`src/rtl/beat_sequencer.sv`:
```
// rtl/beat_sequencer.sv - chart step sequencer: tick edge detect, chart ROM fetch, per-lane spawn pulses
module beat_sequencer #(
    parameter int STEPS = 256,
    parameter int AW    = 8,
    parameter int LANES = 2
) (
    input  logic             clk,
    input  logic             rst_n,
    input  logic             tick_in,
    input  logic             start,
    input  logic             pause,
    output logic [AW-1:0]    chart_addr,
    input  logic [LANES-1:0] chart_data,
    output logic [LANES-1:0] spawn,
    output logic             beat_pulse,
    output logic [AW-1:0]    step,
    output logic             playing,
    output logic             song_done
);

    typedef enum logic [1:0] {
        S_IDLE   = 2'd0,
        S_RUN    = 2'd1,
        S_PAUSED = 2'd2,
        S_DONE   = 2'd3
    } state_t;

    localparam logic [AW-1:0] LAST_STEP = AW'(STEPS - 1);

    state_t        state;
    state_t        state_next;
    logic [AW-1:0] step_next;
    logic          tick_d;
    logic          rd_pending;
    logic          rd_next;
    logic          rise;
    logic          at_last;

    assign rise    = tick_in & ~tick_d;
    assign at_last = (step == LAST_STEP);

    always_ff @(posedge clk or negedge rst_n) begin
        if (!rst_n) begin
            state <= S_IDLE;
        end else begin
            state <= state_next;
        end
    end

    // A pending read always completes; only a RUN consume of the last step ends the song.
    always_comb begin
        state_next = state;
        step_next  = step;
        rd_next    = rd_pending;

        if (rd_pending) begin
            rd_next = 1'b0;
            if (!at_last) begin
                step_next = step + 1'b1;
            end
        end

        case (state)
            S_IDLE: begin
                if (start) begin
                    state_next = S_RUN;
                    step_next  = '0;
                end
            end
            S_RUN: begin
                if (pause) begin
                    state_next = S_PAUSED;
                end else begin
                    if (rise) begin
                        rd_next = 1'b1;
                    end
                    if (rd_pending && at_last) begin
                        state_next = S_DONE;
                    end
                end
            end
            S_PAUSED: begin
                if (!pause && start) begin
                    state_next = S_RUN;
                end
            end
            S_DONE: begin
                if (start) begin
                    state_next = S_RUN;
                    step_next  = '0;
                end
            end
            default: begin
                state_next = S_IDLE;
            end
        endcase
    end

    // chart_addr is a second register loaded with the same value as step.
    always_ff @(posedge clk or negedge rst_n) begin
        if (!rst_n) begin
            step       <= '0;
            chart_addr <= '0;
            tick_d     <= 1'b0;
            rd_pending <= 1'b0;
            spawn      <= '0;
            beat_pulse <= 1'b0;
        end else begin
            step       <= step_next;
            chart_addr <= step_next;
            tick_d     <= tick_in;
            rd_pending <= rd_next;
            spawn      <= rd_pending ? chart_data : '0;
            beat_pulse <= rd_pending;
        end
    end

    always_comb begin
        playing   = (state == S_RUN);
        song_done = (state == S_DONE);
    end

endmodule

```
`config.mk`:
```
export PLATFORM = sky130hd
export DESIGN_NAME = beat_sequencer
export DESIGN_NICKNAME = d
export VERILOG_FILES = /design/src/rtl/beat_sequencer.sv
export SDC_FILE = /design/constraint.sdc
export NUM_CORES = 1
export LEC_CHECK = 0
export BUFFER_PORTS_ARGS = -buffer_cell sky130_fd_sc_hd__buf_2
export CAP_MARGIN = 30
export CORE_MARGIN = 3
export CORE_UTILIZATION = 51
export CTS_CLUSTER_SIZE = 28
export DETAILED_ROUTE_END_ITERATION = 16
export PLACE_DENSITY_LB_ADDON = 0.3
export SLEW_MARGIN = 25
export SYNTH_ARGS = -nofsm -noshare
export SYNTH_HDL_FRONTEND = slang
export SYNTH_SLANG_ARGS = --single-unit
```
`constraint.sdc`:
```
create_clock -name clk -period 3.2 [get_ports clk]
set_input_delay 0.32 -clock clk [delete_from_list [all_inputs] [get_ports clk]]
set_output_delay 0.32 -clock clk [all_outputs]
set_load 0.01 [all_outputs]
```
==> out/results.ini, run 1 <==
[synth]
syn_avg_cell_area_sq_um=10.3
netlist_area_sq_um=801
syn_inst=78
ys_ff_latch=15
synth_warnings=0
synth.distinct_cells=28
ys_seq_area_share_pct=46.9
syn_nets=90

[worst_setup_path]
crit_path_start=step[0]
crit_fanout=5
cp-end-kind=flop
critPathCapture=state[1]
r2r_slack_ps=1430
required_ps=3370
cp_num_cells=5
r2r-end=state[1]
crit_type=flop to flop
r2r_cells=5
critPathTopFamily=flip-flops
critPathLaunchType=flop
critPathBufInv=0
cp_slowest_cell=dfrtp_1
rr_startpoint=step[0]
path_cells=ha_1, and4_4, a21oi_2, a211oi_2, mux2_1
worstPathArrival_ps=1940
slowest_delay_ps=450

[timing]
hold_viol_final=0
final.setup.tns_ps=0
tightest_slew_ps=340
hold-worst-slack_ps=144
slew_headroom_pct=77.3
rsz0062_at_grt=no
timing.fmax_mhz=566
fin_crit_ps=1770
finClkSkew_ps=6.52
post-route-period-util_pct=55.2
drv_slew=0
setup_viol=0

[power]
finalPower_uw=554
powerDensity_mw_per_mm2=597
ir_worst_vdd_v=0.000495
p_leak_nw=0.528

[cells_and_area]
syn2layout_area_growth_pct=15.9
antenna_cells=0
drive_gt1_share_pct=33.7
fin_cells=116
nets=114

[place]
gp_congestion=0.806
dp_hpwl_mm=1.20
port_buffers=27
dp.cells=111

[global_routing]
grt_pass1_vias=640
grt_start_max_net_pins=16
grt_antenna_before_repair=0
track_usage_pct=18.8
grt_pass1_wl_mm=2.79
grt_overflow=0

[floorplan]
die_y_microns=45.6
die_x_microns=45.6
die_area_sq_mm=0.00208
placementRows=13
pin_count=28
initial_core_util_pct=57.9
core_area_sq_mm=0.00138

[clock_network]
cts.clk_slew.worst_paths_ps=100
post_cts_buffers=0
cts_resized=0
cts_buffer_depth=2
numCtsBuffers=3
cts_tree=done
cts_num_sinks=15
clk_latency_ps=280
h-tree-depth=1
cts_root_buf=clkbuf_4

[drt]
drt-initial-drc-count=17
drtAntennaViolNets=0
firstDrtPassIters=4
remaining_drc_errors=0
avgRoutedWirePerCell_microns=14.6
wl_mm=1.69
vias=655
via_per_inst=5.65

[min_path]
hp-class=primary input to flop

[run]
drv_cap=0

[run_status]
outcome=complete, no violations

[cells by family (layout without fill, tap and decap cells)]
| logic type | after synthesis | after routing | synth area share (%) |
|---|---|---|---|
| DFF | 15 | 15 | 46.9 |
| xor gates and xnor gates | 1 | 1 | 1.09 |
| adders and majority gates | 5 | 5 | 7.81 |
| buffers and inverters | 11 | 34 | 8.91 |
| and+or+nand+nor | 30 | 30 | 20.0 |
| muxes | 4 | 4 | 5.16 |
| AOI/OAI and AO/OA | 12 | 12 | 10.2 |
[final cells by class]
type | instances | area [sq um]
clock buffers | 3 | 22.5
clock inverters | 1 | 5.00
fillers | 112 | 454
inverters | 2 | 7.51
multi-input cells | 52 | 354
flip-flops and latches | 15 | 375
well taps | 15 | 18.8
repair buffers | 28 | 145
[cells in the mapped netlist]
library cell / instances / area share (%)
a211oi_1: 1 / 0.94
a211oi_2: 1 / 1.6
a21oi_1: 2 / 1.3
a21oi_2: 1 / 1.1
a2bb2oi_1: 1 / 1.1
a31oi_1: 1 / 0.78
and2_1: 3 / 2.3
and3_1: 1 / 0.78
and4_1: 2 / 2.2
and4_4: 1 / 1.4
buf_4: 8 / 7.5
clkbuf_1: 1 / 0.47
dfrtp_1: 15 / 47
ha_1: 5 / 7.8
inv_1: 2 / 0.94
mux2_1: 1 / 1.4
mux2i_1: 3 / 3.8
nand2_1: 2 / 0.94
nand2b_1: 2 / 1.6
nand3_1: 6 / 3.8
nand4_1: 1 / 0.78
nor2_1: 10 / 4.7
nor3_1: 1 / 0.62
nor3b_1: 1 / 0.94
o211ai_1: 1 / 0.94
o21ai_0: 3 / 1.9
o21ai_1: 1 / 0.62
xor2_1: 1 / 1.1
[placed cells by master (no fill, tap or decap)]
cell           Yosys  routed
a211oi_1           1       1
a211oi_2           1       1
a21oi_1            2       2
a21oi_2            1       1
a2bb2oi_1          1       1
a31oi_1            1       1
and2_1             3       3
and3_1             1       1
and4_1             2       2
and4_4             1       1
buf_2              0      27
clkbuf_4           0       3
clkinv_2           0       1
dfrtp_1           15      15
dlygate4sd3_1      0       1
ha_1               5       5
inv_1              2       2
mux2_1             1       1
mux2i_1            3       3
nand2_1            2       2
nand2b_1           2       2
nand3_1            6       6
nand4_1            1       1
nor2_1            10      10
nor3_1             1       1
nor3b_1            1       1
o211ai_1           1       1
o21ai_0            3       3
o21ai_1            1       1
xor2_1             1       1
[power by group]
part | switching (mW) | total [mW] | internal [mW]
registers | 0.0313 | 0.245 | 0.214
clock network | 0.0637 | 0.110 | 0.0464
logic | 0.111 | 0.199 | 0.0873
total | 0.206 | 0.554 | 0.348
[repair_timing]
| item | in CTS | in global routing |
|---|---|---|
| setup endpoints to repair | 0 | 0 |
| hold endpoints to repair | 15 | 0 |
| hold buffers | 1 | 0 |
[state kept, by name, summed over array words and instances (netlist names)]
register / count
tick_d: 1
beat_pulse: 1
state: 2
spawn: 2
rd_pending: 1
step: 8
[stage by stage]
| stage | util (%) | cell area [sq um] | worst slack [ps] |
|---|---|---|---|
| finish | 67.1 | 928 | 1430 |
| global route | 67.1 | 928 | 1370 |
| CTS | 67.1 | 928 | 1470 |
| detailed placement | 64.4 | 891 | 1490 |
| global placement | 64.4 | 891 | 1600 |
| floorplan | - | 801 | 1560 |
[metal layers]
metal	track usage (%)	routed length, microns	vias up
met5	0	0	-
met4	9.36	33	0
met3	3.95	120	6
met2	29.8	782	29
met1	24.1	754	309
li1	-	-	311
[worst min path at each step]
stage                        from  slack, ps  cells past startpoint    endpoint
after global placement      rst_n        230                      1      tick_d
after floorplan             rst_n         20                      0  beat_pulse
final                     tick_in        140                      1      tick_d
after global routing      tick_in        150                      1      tick_d
after CTS                 tick_in        140                      1      tick_d
after detailed placement    rst_n        240                      1      tick_d
(Power assumes the default switching activity.)
==> inputs of run 2 (changes only) <==
CORE_UTILIZATION = 47   (was 51)
clock period = 1.7 ns   (was 3.2 ns; I/O delays follow)
==> run 2 against run 1 <==
Worst setup slack got worse by 1300 ps. Sequential power rose by 81%. Sequential share of layout area fell by 2.2 points. Combinational power rose by 110%. Fmax rose by 11%. Largest power group unchanged. Highest routed layer unchanged.
==> out/results.ini, run 2 (same netlist as run 1, synthesis figures left out) <==
[run_status]
outcome=complete, no violations

[timing]
post-route-period-util_pct=94.1
hold_viol_final=0
finClkSkew_ps=2.16
setup_viol=0
final.setup.tns_ps=0
drv_slew=0
hold-worst-slack_ps=95.2
fin_crit_ps=1600
slew_headroom_pct=78.4
tightest_slew_ps=324
timing.fmax_mhz=625

[cells_and_area]
largest_register_ffs=8
layout_common_cells=buf_2 (27), dfrtp_1 (14), nor2_1 (10)
reg_top3=step (8), spawn (2), state (2)
fin_cells=124
final_common_cell=buf_2
syn2layout_area_growth_pct=23.0
nets=121
antenna_cells=0
final_util_pct=63.2
drive_gt1_share_pct=37.0
finalInstanceArea_sq_um=985
top_register=step

[clock_network]
cts_root_buf=clkbuf_4
clk_latency_ps=280
h-tree-depth=1
cts_num_sinks=15
cts_buffer_depth=2
cts_tree=done
numCtsBuffers=3
cts.clk_slew.worst_paths_ps=80

[worst_setup_path]
r2r-end=state[1]
worstPathArrival_ps=1770
r2r_cells=5
required_ps=1870
path_cells=ha_1, and4_4, a21oi_2, a211oi_2, mux2_1
slowest_delay_ps=360
rr_startpoint=step[1]
cp_slowest_cell=dfrtp_1
cp-end-kind=flop
crit_fanout=5
r2r_slack_ps=100
critPathLaunchType=flop
crit_type=flop to flop

[floorplan]
initial_core_util_pct=51.4
die_x_microns=47.3
die_area_sq_mm=0.00223
die_y_microns=47.3
placementRows=14
core_area_sq_mm=0.00156
pin_count=28

[place]
gp_congestion=0.814
postPlaceCellArea_sq_um=930
dp.cells=117
dp_hpwl_mm=1.19
port_buffers=27

[min_path]
min_path_cells=2
hold_path_end=spawn[1]
worstHoldStart=chart_data[1]
hp-class=primary input to flop

[global_routing]
grt_start_max_net_pins=16
track_usage_pct=15.7
grt_overflow=0
grt_pass1_wl_mm=2.31
grt_pass1_vias=531
grt_antenna_before_repair=0

[drt]
wl_mm=1.57
remaining_drc_errors=0
vias=652
avgRoutedWirePerCell_microns=12.6
firstDrtPassIters=4
via_per_inst=5.26
drt-initial-drc-count=8
drtAntennaViolNets=0

[power]
powerDensity_mw_per_mm2=1080
ir_worst_vdd_v=0.000829
p_leak_nw=0.561

[run]
drv_cap=0

-- run 2: changes by cell type in the layout (fill, tap and decap cells not counted), sizes merged --
cell and change:
buf +6, clkbuf +1, clkinv -1, dlygate4sd3 +1
-- run 2: critical path, delay by kind of cell (launching register included) --
kind | cells | cell delay, ps
compound gates | 2 | 290
flops | 1 | 360
mux | 1 | 340
fa+ha+maj | 1 | 220
simple gates | 1 | 270
-- run 2: worst max path at each step --
stage	startpoint	end	slack, ps	cells after the start
after floorplan	step[0]	state[1]	60	5
after global placement	state[0]	state[1]	130	6
after detailed placement	state[0]	state[1]	80	6
after CTS	state[0]	state[1]	60	6
after global routing	state[0]	state[1]	-10	6
final	step[1]	state[1]	100	5
-- run 2: area by class of cell --
class | count | area [sq um]
clock buffer | 4 | 26.3
fill | 126 | 574
inverter | 2 | 7.51
multi-input combinational | 52 | 354
sequential | 15 | 377
tap | 16 | 20.0
timing repair buffer | 35 | 200
-- run 2: repair_timing --
item                                    CTS  global route
endpoints found under the setup margin    0             1
hold buffers                              2             0
setup buffers                             0             1
gates resized for setup                   0             1
hold endpoints to repair                 16             0
-- run 2: per-stage QoR --
step	power (mW)	worst slack [ps]
2_1_floorplan	0.734	62.5
3_5_place_dp	0.858	76.1
5_1_grt	1.16	-11.4
6_report	1.06	100
3_3_place_gp	0.845	125
4_1_cts	1.07	57.2
-- run 2: routing by layer --
metal | track usage (%) | wire (microns) | up-vias | share of wire (%)
met2 | 24.3 | 711 | 21 | 45
met1 | 18.7 | 719 | 303 | 46
met3 | 5.75 | 108 | 5 | 6.9
met4 | 8.29 | 27 | 0 | 1.7
met5 | 0 | 0 | - | 0
li1 | - | - | 323 | -
-- run 2: power by group --
| group | leakage, nW | switching, mW | internal [mW] |
|---|---|---|---|
| Sequential | 0.200 | 0.0377 | 0.405 |
| Combinational | 0.346 | 0.224 | 0.197 |
| Clock | 0.0150 | 0.105 | 0.0912 |
| Total | 0.561 | 0.366 | 0.694 |
